<file path="src/rtl/johnson_phase_sequencer_if.sv">
// Host-side command/status bundle for johnson_phase_sequencer.
// The host (master) issues step commands, presets, HOLD and STOP.
// The sequencer (slave) returns the phase register and run status.
interface johnson_phase_sequencer_if #(
   parameter int WIDTH = 4,
   parameter int CNT_W = 8
);
   logic             CMD_VALID;
   logic             CMD_READY;
   logic             CMD_DIR;
   logic [CNT_W-1:0] CMD_STEPS;
   logic             PRESET_VALID;
   logic [WIDTH-1:0] PRESET_VAL;
   logic             HOLD;
   logic             STOP;
   logic [WIDTH-1:0] Q;
   logic             BUSY;
   logic             DONE;
   logic [CNT_W-1:0] REMAIN;
   logic             ERR;

   modport master (
      output CMD_VALID, CMD_DIR, CMD_STEPS, PRESET_VALID, PRESET_VAL, HOLD, STOP,
      input  CMD_READY, Q, BUSY, DONE, REMAIN, ERR
   );

   modport slave (
      input  CMD_VALID, CMD_DIR, CMD_STEPS, PRESET_VALID, PRESET_VAL, HOLD, STOP,
      output CMD_READY, Q, BUSY, DONE, REMAIN, ERR
   );
endinterface

</file>
<file path="src/rtl/johnson_phase_sequencer.sv">
// Command-driven controller for a WIDTH-stage Johnson (twisted-ring) phase
// register. Runs forward or reverse for a programmed step count, or
// continuously when the count is 0, with HOLD, STOP and IDLE-only preset.
// All state advances on the falling edge of CLK; CLR_N is an asynchronous,
// active-low clear.
// Optional feature: define JOHNSON_ILLEGAL_RECOVER_EN to check the phase
// register for legality every edge, forcing it home and setting sticky ERR
// when it is not a valid Johnson code. Without it ERR is tied low.
// WIDTH must be at least 2.
module johnson_phase_sequencer #(
   parameter int WIDTH = 4,
   parameter int CNT_W = 8
) (
   input  logic                     CLK,
   input  logic                     CLR_N,
   johnson_phase_sequencer_if.slave bus
);

   localparam logic [0:0] ST_IDLE = 1'b0;
   localparam logic [0:0] ST_RUN  = 1'b1;

   logic [0:0]       state_q,  state_d;
   logic [WIDTH-1:0] q_q,      q_d;
   logic [CNT_W-1:0] remain_q, remain_d;
   logic             dir_q,    dir_d;
   logic             done_q,   done_d;
   logic             cmd_ready;

   // Forward: shift up, inverted MSB feeds the LSB.
   function automatic logic [WIDTH-1:0] step_fwd(input logic [WIDTH-1:0] v);
      return {v[WIDTH-2:0], ~v[WIDTH-1]};
   endfunction

   // Reverse: shift down, inverted LSB feeds the MSB (inverse of step_fwd).
   function automatic logic [WIDTH-1:0] step_rev(input logic [WIDTH-1:0] v);
      return {~v[0], v[WIDTH-1:1]};
   endfunction

`ifdef JOHNSON_ILLEGAL_RECOVER_EN
   logic err_q, err_d;

   // A Johnson code has at most one boundary between adjacent bits.
   function automatic logic is_legal(input logic [WIDTH-1:0] v);
      int unsigned n;
      n = 0;
      for (int i = 0; i < WIDTH - 1; i++) begin
         if (v[i] != v[i+1]) n++;
      end
      return (n <= 1);
   endfunction
`endif

   assign cmd_ready = (state_q == ST_IDLE) & ~bus.PRESET_VALID;

   // Next-state: legality recovery (if built in), then IDLE/RUN behaviour.
   always_comb begin
      state_d  = state_q;
      q_d      = q_q;
      remain_d = remain_q;
      dir_d    = dir_q;
      done_d   = 1'b0;
`ifdef JOHNSON_ILLEGAL_RECOVER_EN
      err_d    = err_q;
      if (!is_legal(q_q)) begin
         q_d      = '0;
         state_d  = ST_IDLE;
         remain_d = '0;
         err_d    = 1'b1;
      end else
`endif
      begin
         if (state_q == ST_IDLE) begin
            // STOP and HOLD have no meaning while idle; phase is kept.
            if (bus.PRESET_VALID) begin
               q_d = bus.PRESET_VAL;
            end else if (bus.CMD_VALID && cmd_ready) begin
               dir_d    = bus.CMD_DIR;
               remain_d = bus.CMD_STEPS;
               state_d  = ST_RUN;
            end
         end else begin
            if (bus.STOP) begin
               state_d  = ST_IDLE;
               remain_d = '0;
            end else if (!bus.HOLD) begin
               q_d = dir_q ? step_rev(q_q) : step_fwd(q_q);
               // A finite run never sits in RUN with REMAIN=0 (it leaves on
               // the step from 1), so REMAIN=0 here marks a continuous run.
               if (remain_q != '0) begin
                  remain_d = remain_q - CNT_W'(1);
                  if (remain_q == CNT_W'(1)) begin
                     state_d = ST_IDLE;
                     done_d  = 1'b1;
                  end
               end
            end
         end
      end
   end

   // Falling-edge state registers with asynchronous clear.
   always_ff @(negedge CLK or negedge CLR_N) begin
      if (!CLR_N) begin
         state_q  <= ST_IDLE;
         q_q      <= '0;
         remain_q <= '0;
         dir_q    <= 1'b0;
         done_q   <= 1'b0;
`ifdef JOHNSON_ILLEGAL_RECOVER_EN
         err_q    <= 1'b0;
`endif
      end else begin
         state_q  <= state_d;
         q_q      <= q_d;
         remain_q <= remain_d;
         dir_q    <= dir_d;
         done_q   <= done_d;
`ifdef JOHNSON_ILLEGAL_RECOVER_EN
         err_q    <= err_d;
`endif
      end
   end

   assign bus.CMD_READY = cmd_ready;
   assign bus.Q         = q_q;
   assign bus.BUSY      = (state_q == ST_RUN);
   assign bus.DONE      = done_q;
   assign bus.REMAIN    = remain_q;
`ifdef JOHNSON_ILLEGAL_RECOVER_EN
   assign bus.ERR       = err_q;
`else
   assign bus.ERR       = 1'b0;
`endif

endmodule

</file>
<file path="src/flat_wrapper.sv">
// flat-port wrapper written by rule: the top's interface ports become plain ports
module johnson_phase_sequencer_flat 
#(
   parameter int WIDTH = 4,
   parameter int CNT_W = 8
)
  (CLK, CLR_N, bus_CMD_VALID, bus_CMD_DIR, bus_CMD_STEPS, bus_PRESET_VALID, bus_PRESET_VAL, bus_HOLD, bus_STOP, bus_CMD_READY, bus_Q, bus_BUSY, bus_DONE, bus_REMAIN, bus_ERR);
  johnson_phase_sequencer_if #(.WIDTH(WIDTH), .CNT_W(CNT_W)) bus_i ();
  input  logic CLK;
  input  logic CLR_N;
  input wire logic [$bits(bus_i.CMD_VALID)-1:0] bus_CMD_VALID;
  input wire logic [$bits(bus_i.CMD_DIR)-1:0] bus_CMD_DIR;
  input wire logic [$bits(bus_i.CMD_STEPS)-1:0] bus_CMD_STEPS;
  input wire logic [$bits(bus_i.PRESET_VALID)-1:0] bus_PRESET_VALID;
  input wire logic [$bits(bus_i.PRESET_VAL)-1:0] bus_PRESET_VAL;
  input wire logic [$bits(bus_i.HOLD)-1:0] bus_HOLD;
  input wire logic [$bits(bus_i.STOP)-1:0] bus_STOP;
  output wire logic [$bits(bus_i.CMD_READY)-1:0] bus_CMD_READY;
  output wire logic [$bits(bus_i.Q)-1:0] bus_Q;
  output wire logic [$bits(bus_i.BUSY)-1:0] bus_BUSY;
  output wire logic [$bits(bus_i.DONE)-1:0] bus_DONE;
  output wire logic [$bits(bus_i.REMAIN)-1:0] bus_REMAIN;
  output wire logic [$bits(bus_i.ERR)-1:0] bus_ERR;
  assign bus_i.CMD_VALID = bus_CMD_VALID;
  assign bus_i.CMD_DIR = bus_CMD_DIR;
  assign bus_i.CMD_STEPS = bus_CMD_STEPS;
  assign bus_i.PRESET_VALID = bus_PRESET_VALID;
  assign bus_i.PRESET_VAL = bus_PRESET_VAL;
  assign bus_i.HOLD = bus_HOLD;
  assign bus_i.STOP = bus_STOP;
  assign bus_CMD_READY = bus_i.CMD_READY;
  assign bus_Q = bus_i.Q;
  assign bus_BUSY = bus_i.BUSY;
  assign bus_DONE = bus_i.DONE;
  assign bus_REMAIN = bus_i.REMAIN;
  assign bus_ERR = bus_i.ERR;
  johnson_phase_sequencer #(.WIDTH(WIDTH), .CNT_W(CNT_W)) u_core (.CLK(CLK), .CLR_N(CLR_N), .bus(bus_i));
endmodule
</file>
<file path="config.mk">
export PLATFORM = sky130hd
export DESIGN_NAME = johnson_phase_sequencer_flat
export DESIGN_NICKNAME = d
export VERILOG_FILES = /design/src/rtl/johnson_phase_sequencer_if.sv /design/src/rtl/johnson_phase_sequencer.sv /design/src/flat_wrapper.sv
export SDC_FILE = /design/constraint.sdc
export NUM_CORES = 1
export LEC_CHECK = 0
export ABC_AREA = 0
export CORE_MARGIN = 4
export CORE_UTILIZATION = 44
export CTS_CLUSTER_DIAMETER = 50
export DETAILED_ROUTE_END_ITERATION = 8
export PLACE_DENSITY = 0.79
export SLEW_MARGIN = 20
export SYNTH_ARGS = -nofsm -noshare
export SYNTH_HDL_FRONTEND = slang
export SYNTH_SLANG_ARGS = --single-unit
</file>
<file path="constraint.sdc">
create_clock -name CLK -period 2.1 [get_ports CLK]
set_input_delay 0.42 -clock CLK [delete_from_list [all_inputs] [get_ports CLK]]
set_output_delay 0.42 -clock CLK [all_outputs]
set_load 0.03 [all_outputs]
</file>
### After elaboration in Yosys (flattened, before gate mapping)

Index checks and enable logic that the tools add are counted.

* $add $sub $neg: 1
* $mul: 0
* divide/modulo/power cells: 0
* $lt $le $gt $ge: 0
* eq/ne operators: 6
* shifts and indexed selects: 0
* multiplexer cells: 23
* bitwise logic cells: 5
* reductions and logical operators: 7

Operators with widths (number)
* $mux W8: 6
* $mux W4: 5
* $mux W1: 12
* $eq A8 B1 Y1 const B: 1
* $reduce_bool A8 Y1: 1
* $sub A8 B1 Y8 const B: 1
* $ne A3 B3 Y1 const B: 2
* $reduce_and A3 Y1: 2
* $ne A2 B2 Y1 const B: 2
* $not A1 Y1: 4
* $reduce_and A4 Y1: 1
* $reduce_bool A2 Y1: 2
* $ne A2 B1 Y1 const B: 1
* $and A1 B1 Y1: 1
* $logic_and A1 B1 Y1: 1

* register bits: 15
* bits in latches: 0
* bits in writable memories: 0
* ROM bits: 0
* input bits: 19
* output and inout port bits: 16
* word-level logic and storage cells: 47
* memories kept: 0

### Depth between registers and ports, before layout

Gate-level depths: netlist of run 1.

* depth after elaboration: 6
* depth in mapped cells: 7
* mapped depth without buffers: 6

==> impl_metrics.toml, run 1 <==
[outcome]
status = "finished with violations"
violations = "negative setup slack"

[routing]
vias_per_cell = 5.77
drtPass1Iterations = 4
drt-met1-wl_um = 1290
wl_met3_um = 263
drc_errors = 0
first_iter_violations = 30
wire_per_inst_um = 18.0
num_vias = 1108
postRouteAntennaNets = 0
wirelength_um = 3460
wl_met2_um = 1860
highest_layer = "met4"

[timing]
tns_ns = -5.57
drv_slew = 0
hold_viol = 0
skew_ns = 0.00256
worst_slack_ns = -0.324
setup-violations-final = 24
rsz0062_at_grt = "yes"
timing.slew.headroom_pct = 45.1
tightest_slew_ns = 0.816
holdWs_ns = 0.599

[logic_synthesis]
synth_nets = 120
netlist_instances = 98
synthTopCellsByArea = "dfrtn_1 (38%), a32o_1 (8.1%), mux2i_1 (7.1%), mux2_2 (4.6%), ha_1 (3.8%)"
yosys-top-cells-count = "dfrtn_1 (15), a32o_1 (8), nor2_1 (8), mux2i_1 (7), inv_1 (6)"
ys.flop_type = "dfrtn_1"
syn_area_um2 = 986
async_flop_share_pct = 100
synth_edf_count = 0
ys_seq_area_share_pct = 38.1
synth.top_cell.area_share_pct = 38.1
synth-seq-cells = 15
syn_avg_cell_area_um2 = 10.1
yosysTopAreaCell = "dfrtn_1"
synth.distinct_cells = 30
ys.warnings.count = 0
synth_most_common_cell = "dfrtn_1"

[finish]
drive_gt1_share_pct = 47.9
fin_cells = 192
n_antenna_cell = 0
finalInstanceArea_um2 = 1730
area_delta_synth_final_pct = 75.1
layout.nets = 188
n_fill_cell = 130

[floorplanning]
ioPinCount = 35
dieHeight_um = 55.3
row_count = 16
start_util_pct = 48.3
fp.coreArea_um2 = 2040
dieArea_um2 = 3060
die_x_um = 55.3

[clock_tree]
cts_root_buf = "clkbuf_4"
clock-sinks = 15
cts_max_level = 1
cts_tree = "built"
cts.clk_slew.worst_paths_ns = 0.07
cts.path.max_buffers = 2
cts_buffers = 3
worstSkewPairLatency_ns = 0.29

[placed_design]
dpl.hpwl_um = 2310
gp_congestion = 0.896
dp_cells = 177
place_area_um2 = 1520
io_buffer_count = 33

[global_route]
grt_overflow_total = 0
antenna_found_initial = 0
grt_pass1_wl_um = 5390
grt_use_total_pct = 21.7
grt_pass1_vias = 1117
grt_max_degree = 16

[critical_path]
cp_max_fo = 3
worstPathArrival_ns = 2.00
critical_path_required_ns = 1.68
critPathLaunchType = "register"
end_kind = "primary output"
path_class = "reg -> out"

[pwr]
p_leak_nw = 0.801
peakVddDrop_mv = 0.691
finalPower_mw = 1.67
power.density_nw_per_um2 = 965

[min_path]
worstHoldPathType = "reg -> reg"

[run]
max_cap_violations = 0
==> path summary, 6_finish.rpt <==
kind / to / depth (start not counted) / start / slack [ns]
setup / recovery: bus_CMD_READY / 2 / u_core.bus.BUSY / -0.32
hold / removal: u_core.bus.Q[2] / 2 / u_core.bus.Q[2] / 0.60
setup reg to reg: u_core.bus.REMAIN[7] / 9 / u_core.bus.REMAIN[0] / -0.10
hold reg to reg: u_core.bus.Q[2] / 2 / u_core.bus.Q[2] / 0.60
max in group asynchronous: u_core.bus.REMAIN[5] / 2 / CLR_N / 0.55
min in group asynchronous: u_core.dir_q / 2 / CLR_N / 1.40
==> kinds of logic (layout without fill, tap and decap cells) <==
family	count (synthesis)	in the layout	synth area share, %
multiplexers	11	11	11.7
flip-flops	15	15	38.1
AND/OR/NAND/NOR	33	33	19.0
other	1	1	0.380
buffers and inverters	13	80	7.23
adder cells (fa/ha/maj)	3	3	3.81
AO/OA/AOI/OAI	22	22	19.8
==> worst max-delay path: stages (launching register included) <==
cell,delay (ns)
dfrtn_1,0.49
nor2_4,0.04
buf_6,0.13
==> flip-flops by register name, indices dropped and copies added, names as in the netlist <==
| register | count |
|---|---|
| u_core.bus.BUSY | 1 |
| u_core.dir_q | 1 |
| u_core.bus.DONE | 1 |
| u_core.bus.Q | 4 |
| u_core.bus.REMAIN | 8 |
==> where the power goes <==
group	leakage (nW)	total (mW)	internal, mW	switching [mW]
sequential	0.183	0.446	0.375	0.0714
combinational	0.601	1.04	0.517	0.527
clock	0.0177	0.175	0.0707	0.104
total	0.801	1.67	0.962	0.703
==> routing by layer <==
metal | up-vias | global-route usage [%]
met5 | - | 0
met4 | 0 | 8.33
met3 | 6 | 4.66
met2 | 60 | 39.2
met1 | 547 | 24.6
li1 | 495 | -
==> final cells by class <==
cell class | count | area, µm² | area share, %
clock buffer | 3 | 22.5 | 1.30
clock inverter | 1 | 5.00 | 0.290
inverter | 7 | 26.3 | 1.52
multi-input combinational | 70 | 624 | 36.2
sequential | 15 | 375 | 21.7
tap | 27 | 33.8 | 1.96
timing repair buffer | 69 | 639 | 37.0
==> metrics by stage <==
step	setup WS (ns)	util, %
floorplan	-0.420	-
global placement	-1.01	74.6
detailed placement	-1.07	74.6
CTS	-0.326	80.3
global route	-0.358	84.6
finish	-0.324	84.6
==> repair_timing <==
| action | 4_1_cts | 5_1_grt |
|---|---|---|
| gates resized for setup | 38 | 11 |
| hold buffers | 0 | 0 |
| endpoints found under the setup margin | 30 | 27 |
| pin swaps | 12 | 6 |
| buffers inserted | 5 | 6 |
==> cell usage in the layout, fill, tap and decap left out, types with 2 or more instances in the layout <==
master	count
a21oi_1	4
a21oi_4	2
a32o_1	7
buf_2	2
buf_4	31
buf_6	20
clkbuf_4	3
clkdlybuf4s50_1	11
dfrtn_1	15
dlygate4sd2_1	3
ha_1	3
inv_1	6
mux2_4	4
mux2i_1	7
nand2_1	3
nand2b_4	3
nand3_1	3
nand3b_1	2
nand4_1	3
nor2_1	6
nor2_4	2
nor3_1	2
nor4_1	2
o21ai_0	3
o2bb2ai_1	2
No activity file was read; power rests on OpenSTA's default activity.
==> inputs of run 2 (changes only) <==
--- a/config.mk
+++ b/config.mk
@@ -12,5 +12,6 @@
 export DETAILED_ROUTE_END_ITERATION = 8
 export PLACE_DENSITY = 0.79
-export SLEW_MARGIN = 20
+export SETUP_SLACK_MARGIN = 0.2
+export SLEW_MARGIN = 40
 export SYNTH_ARGS = -nofsm -noshare
 export SYNTH_HDL_FRONTEND = slang
==> constraint.sdc (replaced) <==
create_clock -name CLK -period 2.1 [get_ports CLK]
set_input_delay 0.315 -clock CLK [delete_from_list [all_inputs] [get_ports CLK]]
set_output_delay 0.315 -clock CLK [all_outputs]
set_load 0.03 [all_outputs]
==> run 2 against run 1 <==
Net effect:
- the flow still finishes with violations (negative setup slack)
- utilization is 1.2 points higher
- power fell by 1.3%
- register-to-register slack improved by 0.16 ns
- die area unchanged
- non-clock buffer count is the same
- clock skew rose by 0.0040 ns
- first-iteration DRC count grew 40%
- worst hold slack lost 0.011 ns
- critical path depth unchanged
- wire length shrank 9.5%
- sequential share of layout area down 0.31 points
- largest power group unchanged
==> impl_metrics.toml, run 2 (same netlist as run 1, synthesis figures left out) <==
[critical_path]
path_buf_inv = 1
worstPathCellList = "nor2_4 -> buf_6"
rrSetupSlack_ns = 0.06
path_delay_family = "flip-flops"
r2r_start = "u_core.bus.REMAIN[0]"
cp_max_fo = 3
slowest_stage = "dfrtn_1"
end_kind = "primary output"
critPathLaunchType = "register"
critical_path_required_ns = 1.78
crit_path_max_incr_delay_ns = 0.49
worstPathArrival_ns = 2.00
path_class = "reg -> out"
startpoint = "u_core.bus.BUSY"

[finish]
area_delta_synth_final_pct = 77.7
largest_reg_flops = 8
n_fill_cell = 97
layout.nets = 188
finalInstanceArea_um2 = 1750
drive_gt1_share_pct = 47.9
mostFrequentLayoutCells = "buf_6 (27), buf_4 (26), dfrtn_1 (15)"
n_antenna_cell = 0
layout_commonest_cell = "buf_6"
final_util_pct = 85.8
fin_cells = 192

[global_route]
grt_pass1_vias = 1111
grt_overflow_total = 0
grt_pass1_wl_um = 5140
grt_max_degree = 17
grt_use_total_pct = 20.7
antenna_found_initial = 0

[timing]
holdWs_ns = 0.588
tightest_slew_ns = 0.792
skew_ns = 0.00652
tns_ns = -3.03
hold_viol = 0
drv_slew = 0
rsz0062_at_grt = "yes"
timing.slew.headroom_pct = 46.7
worst_slack_ns = -0.216
setup-violations-final = 24

[floorplanning]
dieHeight_um = 55.3
fp.coreArea_um2 = 2040
dieArea_um2 = 3060
ioPinCount = 35
row_count = 16
die_x_um = 55.3
start_util_pct = 48.3

[placed_design]
io_buffer_count = 33
dp_slack_ns = -0.947
dpl.hpwl_um = 2030
place_area_um2 = 1480
dp_cells = 170
gp_congestion = 0.925

[routing]
postRouteAntennaNets = 0
first_iter_violations = 42
drtPass1Iterations = 4
num_vias = 1077
wirelength_um = 3130
wire_per_inst_um = 16.3
vias_per_cell = 5.61
drc_errors = 0

[min_path]
worstHoldPathType = "reg -> reg"
hp-start = "u_core.bus.Q[2]"

[pwr]
peakVddDrop_mv = 0.702
p_sw_share_pct = 41.6
finalPower_mw = 1.64
seq_power_share_pct = 26.7
p_switching_uw = 684
power.share.clock_pct = 10.7
pwr-share-comb_pct = 62.6
p_leak_nw = 0.806
p_int_uw = 960
power.density_nw_per_um2 = 938

[clock_tree]
cts_root_buf = "clkbuf_4"
clock-sinks = 15
worstSkewPairLatency_ns = 0.29
cts_buffers = 3
cts_max_level = 1
cts_tree = "built"
cts.path.max_buffers = 2
cts.clk_slew.worst_paths_ns = 0.07

[outcome]
violations = "negative setup slack"
status = "finished with violations"

[run]
max_cap_violations = 0
-- run 2: changes by cell type in the layout (fill, tap and decap cells not counted), sizes merged --
cell,before,now
clkbuf,3,4
clkinv,1,0
-- run 2: worst paths after layout --
check | cells after the start | to
hold / removal | 2 | u_core.bus.Q[2]
min in group asynchronous | 2 | u_core.bus.Q[1]
max in group asynchronous | 2 | u_core.bus.REMAIN[1]
setup / recovery | 2 | bus_CMD_READY
setup reg to reg | 8 | u_core.bus.REMAIN[3]
hold reg to reg | 2 | u_core.bus.Q[2]
-- run 2: power by group through the flow --
stage               combinational (mW)  clock (mW)  sequential, mW
floorplan                        0.329           0           0.605
global placement                 0.795           0           0.446
detailed placement               0.803           0           0.450
CTS                              0.976       0.180           0.439
global route                      1.09       0.194           0.446
finish                            1.03       0.175           0.439
-- run 2: worst min-delay path, delay by kind of cell (launching register included) --
kind	cells	cell delay (ns)
buffers and inverters	1	0.13
flip-flops	1	0.43
multiplexers	1	0.13
-- run 2: cell type report --
cell class              instances  area (µm²)  share of cell area (%)
repair buffers                 69         661                    37.7
multi-input cells              70         629                    35.9
flip-flops and latches         15         375                    21.4
well taps                      27        33.8                    1.93
clock buffers                   4        26.3                    1.50
inverters                       7        26.3                    1.50
-- run 2: what timing repair did --
action,4_1_cts,5_1_grt
buffers inserted,13,5
hold endpoints to repair,0,0
resized for setup,53,2
hold buffers,0,0
endpoints found under the setup margin,30,28
pin swaps,16,1
-- run 2: metal layers --
layer	track usage, %	share of wire (%)	vias up
met5	0	0	-
met4	7.64	2.3	0
met3	4.66	6.4	8
met2	35.8	51	54
met1	24.9	40	519
li1	-	-	496
